**config.mk**
```make
export PLATFORM = sky130hd
export DESIGN_NAME = level_loader
export DESIGN_NICKNAME = d
export VERILOG_FILES = /design/src/rtl/brick_pkg.sv /design/src/rtl/level_rom.sv /design/src/rtl/level_loader.sv
export SDC_FILE = /design/constraint.sdc
export NUM_CORES = 1
export LEC_CHECK = 0
export CAP_MARGIN = 25
export CORE_MARGIN = 2
export CORE_UTILIZATION = 40
export CTS_CLUSTER_SIZE = 28
export DETAILED_ROUTE_END_ITERATION = 10
export GPL_TIMING_DRIVEN = 0
export PLACE_DENSITY = 0.8
export SLEW_MARGIN = 5
export SYNTH_ARGS = -nofsm -noshare
export SYNTH_HDL_FRONTEND = slang
export SYNTH_SLANG_ARGS = --single-unit
```
**constraint.sdc**
```tcl
create_clock -name clk -period 1.81 [get_ports clk]
set_input_delay 0.181 -clock clk [delete_from_list [all_inputs] [get_ports clk]]
set_output_delay 0.181 -clock clk [all_outputs]
set_load 0.02 [all_outputs]
```
**src/rtl/brick_pkg.sv**
```systemverilog
// rtl/brick_pkg.sv - shared brick-field constants and loader state encoding
package brick_pkg;

  localparam int GRID_X_DEF     = 16;
  localparam int BRICK_W_DEF    = 4;
  localparam int BRICK_H_DEF    = 2;
  localparam int NUM_BRICKS_DEF = 64;
  localparam int DRAW_DELAY_DEF = 16;
  localparam int HEALTH_W       = 2;

  typedef enum logic [2:0] {
    S_IDLE,
    S_PREP,
    S_WAIT,
    S_LOAD,
    S_DONE
  } state_t;

endpackage

```
**src/rtl/level_rom.sv**
```systemverilog
// rtl/level_rom.sv - combinational level table: initial health per (level, slot)
module level_rom
  import brick_pkg::*;
#(
  parameter int NUM_BRICKS = NUM_BRICKS_DEF,
  parameter int GRID_X     = GRID_X_DEF,
  parameter int NUM_LEVELS = 3
) (
  input  logic [9:0]                    lvl,
  input  logic [$clog2(NUM_BRICKS)-1:0] idx,
  output logic [HEALTH_W-1:0]           health
);

  localparam int GX_LOG = $clog2(GRID_X);

  int slot;
  int row;

  always_comb begin
    slot   = int'(idx);
    row    = slot >> GX_LOG;
    health = '0;
    if (int'(lvl) < NUM_LEVELS) begin
      case (lvl)
        10'd0: begin
          case (slot)
            1:       health = HEALTH_W'(3);
            2:       health = HEALTH_W'(2);
            3:       health = HEALTH_W'(1);
            4:       health = HEALTH_W'(3);
            5:       health = HEALTH_W'(1);
            default: health = '0;
          endcase
        end
        10'd1:   health = HEALTH_W'(1);
        // rows cycle 3,2,1,0 so every fourth row is left empty
        10'd2:   health = HEALTH_W'(3 - (row % 4));
        default: health = '0;
      endcase
    end
  end

endmodule

```
**src/rtl/level_loader.sv**
```systemverilog
// rtl/level_loader.sv - walks every brick slot of a level: draw request, draw wait, RAM write
module level_loader
  import brick_pkg::*;
#(
  parameter int NUM_BRICKS = NUM_BRICKS_DEF,
  parameter int GRID_X     = GRID_X_DEF,
  parameter int BRICK_W    = BRICK_W_DEF,
  parameter int BRICK_H    = BRICK_H_DEF,
  parameter int Y_OFFSET   = 0,
  parameter int DRAW_DELAY = DRAW_DELAY_DEF,
  parameter int NUM_LEVELS = 3,
  parameter int SKIP_EMPTY = 0
) (
  input  logic                clk,
  input  logic                reset,
  input  logic                start,
  input  logic                abort,
  input  logic [9:0]          level_sel,
  output logic                draw,
  output logic                write_en,
  output logic                busy,
  output logic                done,
  output logic [9:0]          x_out,
  output logic [9:0]          y_out,
  output logic [9:0]          address,
  output logic [HEALTH_W-1:0] health
);

  localparam int IDX_W  = $clog2(NUM_BRICKS);
  localparam int CNT_W  = $clog2(DRAW_DELAY + 1);
  localparam int GX_LOG = $clog2(GRID_X);
  localparam logic [IDX_W-1:0] LAST_IDX = IDX_W'(NUM_BRICKS - 1);
  localparam logic [CNT_W-1:0] CNT_LAST = CNT_W'(DRAW_DELAY - 1);

  state_t           state;
  state_t           state_nxt;
  logic [IDX_W-1:0] idx;
  logic [9:0]       lvl;
  logic [CNT_W-1:0] cnt;
  logic             accept;
  logic             skip;

  level_rom #(
    .NUM_BRICKS(NUM_BRICKS),
    .GRID_X    (GRID_X),
    .NUM_LEVELS(NUM_LEVELS)
  ) u_rom (
    .lvl   (lvl),
    .idx   (idx),
    .health(health)
  );

  assign busy    = (state == S_PREP) || (state == S_WAIT) || (state == S_LOAD);
  assign done    = (state == S_DONE);
  assign accept  = start && ((state == S_IDLE) || (state == S_DONE));
  assign skip    = (SKIP_EMPTY != 0) && (health == '0);

  // GRID_X is a power of two, so the mask/shift are just column/row bit slices of idx
  assign address = 10'(idx);
  assign x_out   = 10'((int'(idx) & (GRID_X - 1)) * BRICK_W);
  assign y_out   = 10'((int'(idx) >> GX_LOG) * BRICK_H + Y_OFFSET);

  always_comb begin
    state_nxt = state;
    draw      = 1'b0;
    write_en  = 1'b0;
    case (state)
      S_IDLE, S_DONE: begin
        if (start) state_nxt = S_PREP;
      end
      S_PREP: begin
        draw      = !skip;
        state_nxt = skip ? S_LOAD : S_WAIT;
      end
      S_WAIT: begin
        if (cnt == CNT_LAST) state_nxt = S_LOAD;
      end
      S_LOAD: begin
        write_en  = 1'b1;
        state_nxt = (idx == LAST_IDX) ? S_DONE : S_PREP;
      end
      default: state_nxt = S_IDLE;
    endcase
    // abort beats everything while loading, including a coincident start
    if (abort && busy) begin
      state_nxt = S_IDLE;
      draw      = 1'b0;
      write_en  = 1'b0;
    end
  end

  always_ff @(posedge clk or posedge reset) begin
    if (reset) begin
      state <= S_IDLE;
      idx   <= '0;
      lvl   <= '0;
      cnt   <= '0;
    end else begin
      state <= state_nxt;
      if (accept) begin
        idx <= '0;
        cnt <= '0;
        lvl <= (level_sel >= 10'(NUM_LEVELS)) ? 10'd0 : level_sel;
      end
      case (state)
        S_PREP:  cnt <= '0;
        S_WAIT:  cnt <= cnt + 1'b1;
        S_LOAD:  if (!abort && idx != LAST_IDX) idx <= idx + 1'b1;
        default: ;
      endcase
    end
  end

endmodule

```
==> results of run 1 <==
-- critical path, stage by stage (launching register included) --
cell and delay, ns:
dfrtp_2 0.42, inv_2 0.06, ha_2 0.17, or3_1 0.36, a31oi_2 0.15, a2111oi_2 0.06, buf_2 0.17
-- logic make-up (layout without fill, tap and decap cells) --
kind of cell / Yosys count / in the layout / synth area share [%]
flip-flops: 24 / 24 / 39.2
multiplexers: 4 / 4 / 2.78
AO/OA/AOI/OAI: 30 / 30 / 15.5
adder cells (fa/ha/maj): 6 / 6 / 4.91
XOR/XNOR: 2 / 2 / 1.14
other: 1 / 18 / 0.245
AND/OR/NAND/NOR: 46 / 46 / 18.3
buffers and inverters: 40 / 77 / 17.8
-- layer usage --
metal	routed length, um	track usage [%]
met1	1400	18.5
met2	1370	24.5
met3	95	2.04
met4	55	7.03
met5	0	0
-- worst min path at each step --
stage	endpoint	depth (start not counted)	startpoint	slack, ns
3_3_place_gp	lvl[8]$_DFFE_PP0P_	1	lvl[8]$_DFFE_PP0P_	0.47
2_1_floorplan	cnt[0]$_DFFE_PP0P_	1	reset	0.20
5_1_grt	lvl[9]$_DFFE_PP0P_	2	reset	0.51
3_5_place_dp	lvl[9]$_DFFE_PP0P_	1	lvl[9]$_DFFE_PP0P_	0.47
6_report	idx[1]$_DFF_PP0_	2	reset	0.40
4_1_cts	cnt[4]$_DFFE_PP0P_	2	reset	0.43
-- area by class of cell --
class / count / area [um2]
Buffer: 30 / 235
Sequential cell: 24 / 604
Timing Repair Buffer: 34 / 314
Fill cell: 337 / 1610
Multi-Input combinational cell: 106 / 761
Clock buffer: 3 / 41.3
Inverter: 10 / 37.5
Tap cell: 48 / 60.1
-- through the flow --
stage	cell area [um2]	setup TNS, ns	cells	power, mW	hold slack (ns)
6_report	2050	-0.0128	255	1.76	0.398
3_3_place_gp	1970	-0.889	249	1.44	0.472
3_5_place_dp	1970	-0.959	249	1.45	0.472
2_1_floorplan	1600	0	170	1.19	0.196
4_1_cts	2030	-0.0352	255	1.78	0.430
5_1_grt	2050	-0.214	255	1.88	0.510
-- where the power goes --
part	internal (mW)	total (mW)	switching, mW
clock	0.149	0.305	0.156
sequential	0.584	0.647	0.0633
combinational	0.374	0.810	0.435
total	1.11	1.76	0.655
-- registers in the layout (all words and copies together), names as in the netlist --
name	flops
cnt	5
idx	6
lvl	10
state	3
-- cells in the final DEF, fill, tap and decap left out, types with 3 or more instances in the layout --
cell,netlist,final
and2_1,11,11
buf_2,2,4
buf_4,24,27
buf_6,4,4
clkbuf_8,0,3
clkdlybuf4s50_1,0,25
conb_1,1,18
dfrtp_1,24,21
dfrtp_2,0,3
dlygate4sd2_1,0,3
ha_1,6,5
inv_1,10,8
nand2_1,10,10
o21ai_0,6,6
-- timing repair --
action | in CTS | in global routing
cloned | 0 | 0
pin swaps | 1 | 0
buffers inserted | 3 | 0
setup endpoints to repair | 6 | 3
gates resized for setup | 21 | 7
hold buffers | 0 | 0
==> flow_summary_export.csv, run 1 <==
group,metric,value,unit
run_status,status,"complete, but fails checks",
run_status,violations,"setup timing",
yosys,yosys-top-cells-area,"dfrtp_1 (39%), buf_4 (12%), ha_1 (4.9%), and2_1 (4.5%), buf_6 (2.9%)",
detailed_routing,avgRoutedWirePerCell,11.5,um
sta,fin_crit_sh,101,%
global_route,grt_antenna_before_repair,0,
final_layout,nets,229,
place,gp_congestion,0.769,
global_route,grt_max_degree,25,
yosys,ys_types,46,
critical_path,r2r_end,"idx[1]$_DFF_PP0_",
critical_path,worstSetupEndpointType,"primary output",
clock_tree,cts.reportedPaths.clkPinSlew,0.08,ns
sta,slew_headroom,41.5,%
detailed_routing,viasPerCell,4.69,
global_route,grt_pass1_wl,4.93,mm
yosys,yosysTopAreaCell,"dfrtp_1",
sta,fin_ws,-0.0128,ns
critical_path,critPathLaunch,"idx[1]$_DFF_PP0_",
yosys,postSynth.asyncResetShare,100,%
yosys,synth_top_area_share,39.2,%
power_and_ir_drop,irDropWorstVdd,0.000313,V
critical_path,rr_startpoint,"idx[0]$_DFF_PP0_",
yosys,ys_seq_area_share,39.2,%
yosys,yosysWarnings,0,
detailed_routing,drtIter0Drc,25,
place,dpl_worst_slack,-0.358,ns
floorplan,start_util,41.8,%
power_and_ir_drop,power.density,858,nW/um2
job,max_cap_viol_count,0,
sta,hold_viol,0,
clock_tree,htree_levels,1,
clock_tree,cts_buffers,3,
detailed_routing,wirelength,2.93,mm
yosys,synth_flop_cell,"dfrtp_1",
critical_path,rrSetupSlack,0.11,ns
floorplan,pin_count,50,
global_route,grt_overflow_total,0,
place,hpwlAfterDp,2.18,mm
floorplan,die_height,65.9,um
power_and_ir_drop,p_leak,1.01,nW
final_layout,utilization,56.1,%
sta,post-route-min-period,1.82,ns
critical_path,worstPathMaxFanout,5,
floorplan,rows,22,
yosys,synth_edf_count,0,
clock_tree,clock-root-buffer,"clkbuf_8",
clock_tree,cts_buffer_depth,2,
clock_tree,cts_tree,"built",
final_layout,diodes,0,
yosys,synthCells,153,
critical_path,cp_data_arrival_time,1.64,ns
critical_path,critPathLaunchType,"register",
critical_path,worst_r2r_path_depth,5,
global_route,track_usage,14.7,%
critical_path,required,1.63,ns
detailed_routing,dr.pass1.iters,5,
critical_path,setup.worst_path.end,"health[1]",
final_layout,area_delta_synth_final,34.2,%
detailed_routing,drc,0,
floorplan,die_area,4340,um2
final_layout,layout-drive-gt1-share,28.0,%
floorplan,core_area,3660,um2
sta,rsz0062_at_grt,"yes",
place,io_buffers,31,
floorplan,die_x,65.9,um
sta,worst_pin_slew,0.877,ns
yosys,avgSynthCellArea,10.0,um2
detailed_routing,vias,1197,
yosys,synth_area,1530,um2
clock_tree,insertion_delay,0.26,ns
clock_tree,clock_sinks,24,
sta,drv_slew,0,
yosys,synth_commonest_cells,"buf_4 (24), dfrtp_1 (24), and2_1 (11)",
detailed_routing,antenna_left,0,
sta,max_freq,0.549,GHz
sta,finalClockSkew,0.00560,ns
critical_path,path_class,"reg2out",
yosys,ys_ff_latch,24,
global_route,grt_pass1_vias,1134,
sta,setup_viol_count_final,1,
min_path,hp-class,"in2async",
(Power assumes the default switching activity.)
==> run 2: changes to the inputs <==
--- a/config.mk
+++ b/config.mk
@@ -5,6 +5,7 @@
 export SDC_FILE = /design/constraint.sdc
 export NUM_CORES = 1
 export LEC_CHECK = 0
+export ABC_CLOCK_PERIOD_IN_PS = 1810
 export CAP_MARGIN = 25
 export CORE_MARGIN = 2
 export CORE_UTILIZATION = 40
==> results of run 2 <==
Same layout as run 1: the final DEF is identical, and so are final timing and power.
